File: src/rtl/cond_pkg.sv
// Shared types and constants for the execute-stage condition unit.
package cond_pkg;

    typedef enum logic [3:0] {
        COND_EQ = 4'b0000, COND_NE = 4'b0001, COND_CS = 4'b0010, COND_CC = 4'b0011,
        COND_MI = 4'b0100, COND_PL = 4'b0101, COND_VS = 4'b0110, COND_VC = 4'b0111,
        COND_HI = 4'b1000, COND_LS = 4'b1001, COND_GE = 4'b1010, COND_LT = 4'b1011,
        COND_GT = 4'b1100, COND_LE = 4'b1101, COND_AL = 4'b1110, COND_NV = 4'b1111
    } cond_e;

    localparam int FLAG_N = 3;
    localparam int FLAG_Z = 2;
    localparam int FLAG_C = 1;
    localparam int FLAG_V = 0;

    // Flags are written in two groups: {N,Z} and {C,V}
    localparam int FLAG_GRP_W = 2;

    typedef enum logic {
        IT_IDLE   = 1'b0,
        IT_ACTIVE = 1'b1
    } it_state_e;

endpackage

File: src/rtl/cond_unit_it_cond_eval.sv
// Pure combinational ARM condition check: 4-bit condition plus NZCV -> pass.
module cond_eval
    import cond_pkg::*;
(
    input  logic [3:0] cond,
    input  logic [3:0] flags,
    output logic       pass
);

    logic n, z, c, v;

    always_comb begin
        n = flags[FLAG_N];
        z = flags[FLAG_Z];
        c = flags[FLAG_C];
        v = flags[FLAG_V];
        pass = 1'b0;
        case (cond_e'(cond))
            COND_EQ: pass = z;
            COND_NE: pass = ~z;
            COND_CS: pass = c;
            COND_CC: pass = ~c;
            COND_MI: pass = n;
            COND_PL: pass = ~n;
            COND_VS: pass = v;
            COND_VC: pass = ~v;
            COND_HI: pass = c & ~z;
            COND_LS: pass = ~c | z;
            COND_GE: pass = (n == v);
            COND_LT: pass = (n != v);
            COND_GT: pass = ~z & (n == v);
            COND_LE: pass = z | (n != v);
            COND_AL: pass = 1'b1;
            default: pass = 1'b0;
        endcase
    end

endmodule

File: src/rtl/cond_unit_it.sv
// Execute-stage condition unit: NZCV register, control gating and an
// IT-style sequencer that supplies conditions for a short predicated block.
module cond_unit_it
    import cond_pkg::*;
#(
    parameter int MAX_IT = 4,
    parameter int LEN_W  = $clog2(MAX_IT + 1)
) (
    input  logic              CLK,
    input  logic              RESET,
    input  logic              ValidE,
    input  logic              StallE,
    input  logic              FlushE,
    input  logic [3:0]        CondE,
    input  logic              ITStartE,
    input  logic [LEN_W-1:0]  ITLenE,
    input  logic [MAX_IT-1:0] ITMaskE,
    input  logic [1:0]        FlagWriteE,
    input  logic [3:0]        ALUFlags,
    input  logic              PCSrcEIn,
    input  logic              RegWriteEIn,
    input  logic              MemWriteEIn,
    input  logic              BranchEIn,
    input  logic              NoWrite,
    output logic              PCSrcE,
    output logic              RegWriteE,
    output logic              MemWriteE,
    output logic              BranchE,
    output logic              CondExE,
    output logic [3:0]        Flags,
    output logic              ITActive,
    output logic [LEN_W-1:0]  ITRemain,
    output logic              ITErr
);

    it_state_e         state_q, state_d;
    logic [3:0]        base_q, base_d;
    logic [MAX_IT-1:0] mask_q, mask_d;
    logic [LEN_W-1:0]  remain_q, remain_d;
    logic [LEN_W-1:0]  slot_q, slot_d;
    logic              err_q, err_d;
    logic [3:0]        flags_q;

    logic              advance;
    logic              bad_start;
    logic [MAX_IT-1:0] mask_sh;
    logic [3:0]        eff_cond;
    logic              cond_pass;
    logic              pass;

    assign advance   = ValidE & ~StallE & ~FlushE;
    assign bad_start = (state_q == IT_ACTIVE) || (ITLenE == '0) || (ITLenE > LEN_W'(MAX_IT));

    // Inside a block the slot's mask bit picks base or its inverse; the
    // block-start instruction itself always runs as AL.
    always_comb begin
        mask_sh = mask_q >> slot_q;
        if (ITStartE)
            eff_cond = COND_AL;
        else if (state_q == IT_ACTIVE)
            eff_cond = mask_sh[0] ? base_q : {base_q[3:1], ~base_q[0]};
        else
            eff_cond = CondE;
    end

    cond_eval u_cond_eval (
        .cond  (eff_cond),
        .flags (flags_q),
        .pass  (cond_pass)
    );

    assign CondExE   = cond_pass;
    assign pass      = ValidE & ~FlushE & cond_pass & ~ITStartE;
    assign RegWriteE = RegWriteEIn & pass & ~NoWrite;
    assign MemWriteE = MemWriteEIn & pass;
    assign PCSrcE    = PCSrcEIn & pass;
    assign BranchE   = BranchEIn & pass;

    assign Flags    = flags_q;
    assign ITActive = (state_q == IT_ACTIVE);
    assign ITRemain = remain_q;
    assign ITErr    = err_q;

    always_comb begin
        state_d  = state_q;
        base_d   = base_q;
        mask_d   = mask_q;
        remain_d = remain_q;
        slot_d   = slot_q;
        err_d    = 1'b0;
        if (FlushE) begin
            state_d  = IT_IDLE;
            remain_d = '0;
            slot_d   = '0;
        end else if (advance) begin
            if (ITStartE) begin
                // An illegal start is a no-op and does not consume a slot
                if (bad_start) begin
                    err_d = 1'b1;
                end else begin
                    state_d  = IT_ACTIVE;
                    base_d   = CondE;
                    mask_d   = ITMaskE;
                    remain_d = ITLenE;
                    slot_d   = '0;
                end
            end else if (state_q == IT_ACTIVE) begin
                slot_d   = slot_q + 1'b1;
                remain_d = remain_q - 1'b1;
                if (remain_q == LEN_W'(1)) begin
                    state_d = IT_IDLE;
                    slot_d  = '0;
                end
            end
        end
    end

    always_ff @(posedge CLK) begin
        if (RESET)
            state_q <= IT_IDLE;
        else
            state_q <= state_d;
    end

    always_ff @(posedge CLK) begin
        if (RESET) begin
            base_q   <= '0;
            mask_q   <= '0;
            remain_q <= '0;
            slot_q   <= '0;
            err_q    <= 1'b0;
        end else begin
            base_q   <= base_d;
            mask_q   <= mask_d;
            remain_q <= remain_d;
            slot_q   <= slot_d;
            err_q    <= err_d;
        end
    end

    // Flags written this cycle only become visible to the next instruction
    always_ff @(posedge CLK) begin
        if (RESET) begin
            flags_q <= '0;
        end else if (advance && cond_pass && !ITStartE) begin
            if (FlagWriteE[1])
                flags_q[FLAG_N:FLAG_Z] <= ALUFlags[FLAG_N:FLAG_Z];
            if (FlagWriteE[0])
                flags_q[FLAG_C:FLAG_V] <= ALUFlags[FLAG_C:FLAG_V];
        end
    end

endmodule

File: config.mk
export PLATFORM = sky130hd
export DESIGN_NAME = cond_unit_it
export DESIGN_NICKNAME = d
export VERILOG_FILES = /design/src/rtl/cond_pkg.sv /design/src/rtl/cond_unit_it_cond_eval.sv /design/src/rtl/cond_unit_it.sv
export SDC_FILE = /design/constraint.sdc
export NUM_CORES = 1
export LEC_CHECK = 0
export BUFFER_PORTS_ARGS = -buffer_cell sky130_fd_sc_hd__buf_2
export CAP_MARGIN = 20
export CELL_PAD_IN_SITES_DETAIL_PLACEMENT = 1
export CELL_PAD_IN_SITES_GLOBAL_PLACEMENT = 1
export CORE_MARGIN = 5
export CORE_UTILIZATION = 37
export CTS_CLUSTER_DIAMETER = 30
export DETAILED_ROUTE_END_ITERATION = 8
export GPL_TIMING_DRIVEN = 1
export PLACE_DENSITY_LB_ADDON = 0.1
export SLEW_MARGIN = 25
export SYNTH_ARGS = -nofsm -noshare
export SYNTH_HDL_FRONTEND = slang
export SYNTH_SLANG_ARGS = --single-unit
File: constraint.sdc
create_clock -name CLK -period 3.1 [get_ports CLK]
set_input_delay 0.62 -clock CLK [delete_from_list [all_inputs] [get_ports CLK]]
set_output_delay 0.62 -clock CLK [all_outputs]
set_load 0.01 [all_outputs]
* Yosys cells after proc, flatten, opt, wreduce, memory -nomap -nowiden
Index checks and enable logic that the tools add are counted.
Operators by class: order comparisons 1, reduce and logical (&&, ||, !) cells 15, shift operators 1, multiplexer cells 16, equality and inequality tests 18, bitwise gates (word level) 25, add/sub/neg operators 2
Operator list (count):
- 4-bit == test (second input constant) | 7
- 3-bit 2-to-1 mux | 7
- 4-bit by 3-bit == test with 1-bit output (second input constant) | 4
- 1-bit case mux with 15 select lines | 1
- 1-bit AND | 12
- 1-bit inverter | 11
- 4-bit by 2-bit == test with 1-bit output (second input constant) | 2
- 4-bit 2-to-1 mux | 2
- 1-bit 2-to-1 mux | 6
- 2-bit AND reduction | 3
- 4-bit by 1-bit == test with 1-bit output (second input constant) | 1
- 4-bit zero test | 1
- 4-bit AND reduction | 1
- 4-bit OR reduction | 1
- 4-bit by 3-bit >> shifter with 1-bit output | 1
- 3-bit by 1-bit adder with 3-bit output (second input constant) | 1
- 3-bit by 1-bit == test with 1-bit output (second input constant) | 1
- 3-bit greater-than comparator (second input constant) | 1
- 3-bit zero test | 1
- 3-bit AND reduction | 1
- 3-bit by 1-bit subtractor with 3-bit output (second input constant) | 1
- 1-bit logical AND | 2
- 1-bit logical OR | 2
- 2-bit inequality test (second input constant) | 1
- 6 further kinds | 7
Word-level totals: bits of input ports 28, logic and storage cells 86, output and inout port bits 14, register bits after elaboration 20

* Depth between registers and ports, before layout
depth after elaboration 10, depth in mapped cells 9, depth with buffers taken out 7

* Cells and area by module
A second synthesis with hierarchy kept.
Second synthesis, totals: cell total of the unflattened synthesis 149, area, all modules 1307.5 um^2
By module, submodules not included:
- cond_unit_it | area each 1113.6 um^2, cells an instance 121, instances 1, sequential area each 400.4 um^2
- cond_eval | area each 193.9 um^2, cells an instance 28, instances 1, sequential area each 0.0 um^2

* Worst setup path before layout
OpenSTA, ideal clock, no wires.
path kind in2out, from input port ITStartE, to output port RegWriteE, data required time 2480 ps, setup slack 385 ps, stages on the path 8, path buffers 1, arrival time 2095 ps, path through buf_2 > inv_1 > and2_4 > nor3b_1 > a2111o_1 > o21a_1 > o21a_1 > and3b_1
Between the ends: word-level cells in the longest chain between the ends 7, elaborated cells on any way between the ends 22, classes of those cells eq/ne (14); mux (2); bitwise (5); reduce/logical (1)
RTL lines:
- start: declaration | RTL line cond_unit_it.sv:15 | input logic ITStartE,
- 4-bit 2-to-1 mux | RTL line cond_unit_it.sv:58 | if (ITStartE)
- 4-bit == test, or another cell as far along | RTL line cond_unit_it_cond_eval.sv:18 | case (cond_e'(cond))
- 1-bit case mux with 15 select lines | RTL line cond_unit_it_cond_eval.sv:18
- 1-bit AND | RTL line cond_unit_it.sv:73 | assign pass = ValidE & ~FlushE & cond_pass & ~ITStartE;
- 1-bit AND * | RTL line cond_unit_it.sv:73
- 1-bit AND * (2 in a row) | RTL line cond_unit_it.sv:74 | assign RegWriteE = RegWriteEIn & pass & ~NoWrite;
- end: declaration | RTL line cond_unit_it.sv:26 | output logic RegWriteE,
Mark *: on every way between the ends. The rest lies on a longest branch, timed or not.

* Worst setup path after layout
from input port CondE[2], to output port RegWriteE
Between the ends: word-level cells in the longest chain between the ends 8, elaborated cells on any way between the ends 22, classes of those cells eq/ne (14); mux (3); bitwise (4); reduce/logical (1)
RTL lines:
- start: declaration | RTL line cond_unit_it.sv:14 | input logic [3:0] CondE,
- 4-bit 2-to-1 mux * | RTL line cond_unit_it.sv:60 | else if (state_q == IT_ACTIVE)
- 4-bit 2-to-1 mux * | RTL line cond_unit_it.sv:58
- 4-bit == test, or another cell as far along | RTL line cond_unit_it_cond_eval.sv:18
- 1-bit case mux with 15 select lines * | RTL line cond_unit_it_cond_eval.sv:18
- 1-bit AND * (2 in a row) | RTL line cond_unit_it.sv:73
- 1-bit AND * (2 in a row) | RTL line cond_unit_it.sv:74
Marked as above.

==> qor.yml <==
end_kind: "primary output"
intPower_w: 0.000477
synthesis.area_mm2: 0.00137
die_w_um: 70.9
setup_tns_ns: 0
critPathBufInv: 2
cts_made_buffers: 3
worstReg2RegStart: "ITActive"
finalCriticalPeriod_ns: 2.97
synth_warnings: 0
ys_seq_elements: 20
clk_path_buf_depth: 2
synth_top_flop_cell: "dfxtp_1"
globalplace.congestion: 0.815
worst_ep_required_time_ns: 2.48
grt_pass1_vias: 1389
fin_crit_sh_pct: 95.9
rsz0062_at_grt: "false"
route.met3.wl_um: 126
holdCritPathClass: "reg2reg"
setup_viol: 0
synth_top_area_cell: "dfxtp_1"
r2r_slack_ns: 0.97
arrival_ns: 2.35
combPwrFrac_pct: 15.5
fp-row-count: 22
critPathMaxFanout: 5
grt-ovfl-total: 0
numPortBuffers: 41
clk_pin_slew_worst_paths_ns: 0.08
post-route-drc-count: 0
worst_path_max_delay_cell: "a2111o_1"
power.leakage_nw: 0.745
path_cells: "buf_2 > nor2_1 > a32oi_1 > o32ai_1 > a2111o_1 > o21a_1 > o21a_1 > and3b_1 > buf_2"
core_mm2: 0.00363
pre_cts_ws_ns: 0.124
num_antenna_cells: 0
finClkSkew_ns: 0.00153
dp.cells: 250
syn_nets: 195
io-pin-count: 42
drt-met1-wl_um: 1500
cpLargestDelayFamily: "compound AO/OA/AOI/OAI gates"
slew_viol_final: 0
rr_endpoint: "Flags[0]"
syn_avg_cell_area_um2: 8.38
cts-htree-levels: 1
p_per_area_mw_per_mm2: 360
drt_iter0_markers: 64
synth_edf_count: 0
cts.sinks: 20
async_flop_share_pct: 0
highest_layer: "met4"
path_depth: 9
synth_top_family_by_area: "simple AND/OR/NAND/NOR gates"
startpoint: "CondE[2]"
max_stage_delay_ns: 0.45
postRouteAntennaNets: 0
ys_seq_area_share_pct: 29.1
synth_fa_ha_area_share_pct: 2.73
vias: 1352
fin_nets: 238
final_cell_count_no_fill: 254
syn_inst: 164
startpoint_type: "primary input"
grt_pass1_wl_um: 6370
tightest_slew_ns: 0.489
switching_power_w: 0.000144
hold_viol: 0
clkLatencyLatePin_ns: 0.26
area_growth_pct: 25.4
synth_compound_area_share_pct: 18.9
relSlewSlack_pct: 67.4
ir_drop_mv: 0.156
critical_path_class: "in2out"
die_height_um: 70.9
p_clk_share_pct: 42.4
reg2reg_depth: 7
finalWorstSetupSlack_ns: 0.127
final_cell_mix: "buf_2, nor2_1, dfxtp_1"
grt_use_total_pct: 15.3
outcome: "finished clean"
grt_max_degree: 19
synth-simple-area-share_pct: 28.7
hpwlAfterDp_um: 3050
vias_per_cell: 5.32
synth.distinct_cells: 48
synth-xor-area-share_pct: 1.28
fmax_ghz: 0.336
mostFrequentLayoutCell: "buf_2"
drtPass1Iterations: 4
die_area_mm2: 0.00503
cts_tree: "built"
fin_util_pct: 47.4
endpoint: "RegWriteE"
drive_above_1_share_pct: 30.6
p_seq_share_pct: 42.1
synth_mux_area_share_pct: 14.3
synthDominantCellAreaShare_pct: 29.1
max_cap_violations: 0
met2_length_um: 2180
wl_per_cell_um: 15.1
p_sw_share_pct: 23.2
initial_core_util_pct: 37.8
grt_antenna_before_repair: 0
totalWireLength_um: 3820
synth_area_leaders: "dfxtp_1, mux2i_1, nor2_1"
root_buffer: "clkbuf_8"
[metal layers]
metal	vias to the layer above	global-route usage, %
met3	2	1.70
met2	21	30.6
met4	0	3.13
met1	660	17.2
li1	669	-
met5	-	0
[worst min-delay path by stage]
stage,slack (ns),to,depth (start not counted),start
6_report,0.47,ITRemain[1],2,ITRemain[1]
5_1_grt,0.51,ITRemain[1],2,ITRemain[1]
4_1_cts,0.48,ITRemain[1],2,ITRemain[1]
3_5_place_dp,0.46,ITRemain[1],2,ITRemain[1]
3_3_place_gp,0.45,ITRemain[1],2,ITRemain[1]
2_1_floorplan,0.46,mask_q[0],2,mask_q[0]
[worst register-to-register path, delay by kind of cell, from the launching register on]
kind | cells | cell delay (ns)
AO/OA/AOI/OAI | 3 | 0.87
flip-flops | 1 | 0.43
multiplexers | 2 | 0.52
AND/OR/NAND/NOR | 2 | 0.24
[cell families after synthesis]
group | after synthesis
AND/OR/NAND/NOR | 71
AO/OA/AOI/OAI | 34
flip-flops | 20
multiplexers | 19
buffers and inverters | 15
adder cells (fa/ha/maj) | 3
XOR/XNOR | 2
[metrics by stage]
step | hold slack, ns | instance area [um2] | power, W
after floorplan | 0.460 | 1370 | 0.000324
after global placement | 0.450 | 1630 | 0.000359
after detailed placement | 0.463 | 1630 | 0.000363
after CTS | 0.476 | 1700 | 0.000629
after global routing | 0.505 | 1720 | 0.000649
final | 0.468 | 1720 | 0.000621
[timing repair]
item,in CTS,in global routing
endpoints found under the hold margin,0,0
pin swaps,0,1
gates resized for setup,1,3
hold buffers,0,0
endpoints found under the setup margin,4,4
buffers inserted,0,0
[power groups by stage]
stage | registers (W) | clock network (W) | logic, W
after CTS | 0.000262 | 0.000271 | 0.0000954
after global placement | 0.000268 | 0 | 0.0000907
final | 0.000261 | 0.000263 | 0.0000965
after global routing | 0.000262 | 0.000280 | 0.000107
after floorplan | 0.000268 | 0 | 0.0000567
after detailed placement | 0.000268 | 0 | 0.0000947
[flip-flops by register name, summed over array words and instances (netlist names)]
name      count
ITRemain      3
ITErr         1
base_q        4
Flags         4
ITActive      1
slot_q        3
mask_q        4
[cell usage after synthesis, types with 2 or more instances]
library cell   n
nor2_1        21
o21a_1         4
nand2_1        8
mux2i_1       16
dfxtp_1       20
mux2_2         2
o32ai_1        3
nor3b_1        3
and3_1         3
nor2b_1        2
and3b_1        2
a32oi_2        2
nor3_1         4
ha_1           3
o21ai_0        5
inv_1          8
a21oi_1        8
nand3_1        2
nand2b_1      11
buf_2          3
and2_1         3
clkbuf_1       3
or2_2          3
[cell type report]
| cell class | count | area [um2] |
|---|---|---|
| fillers | 477 | 1910 |
| clock buffers | 3 | 41.3 |
| clock inverters | 1 | 30.0 |
| well taps | 48 | 60.1 |
| inverters | 8 | 30.0 |
| multi-input cells | 129 | 922 |
| repair buffers | 45 | 235 |
| flip-flops and latches | 20 | 404 |
No activity file was read; power rests on OpenSTA's default activity.
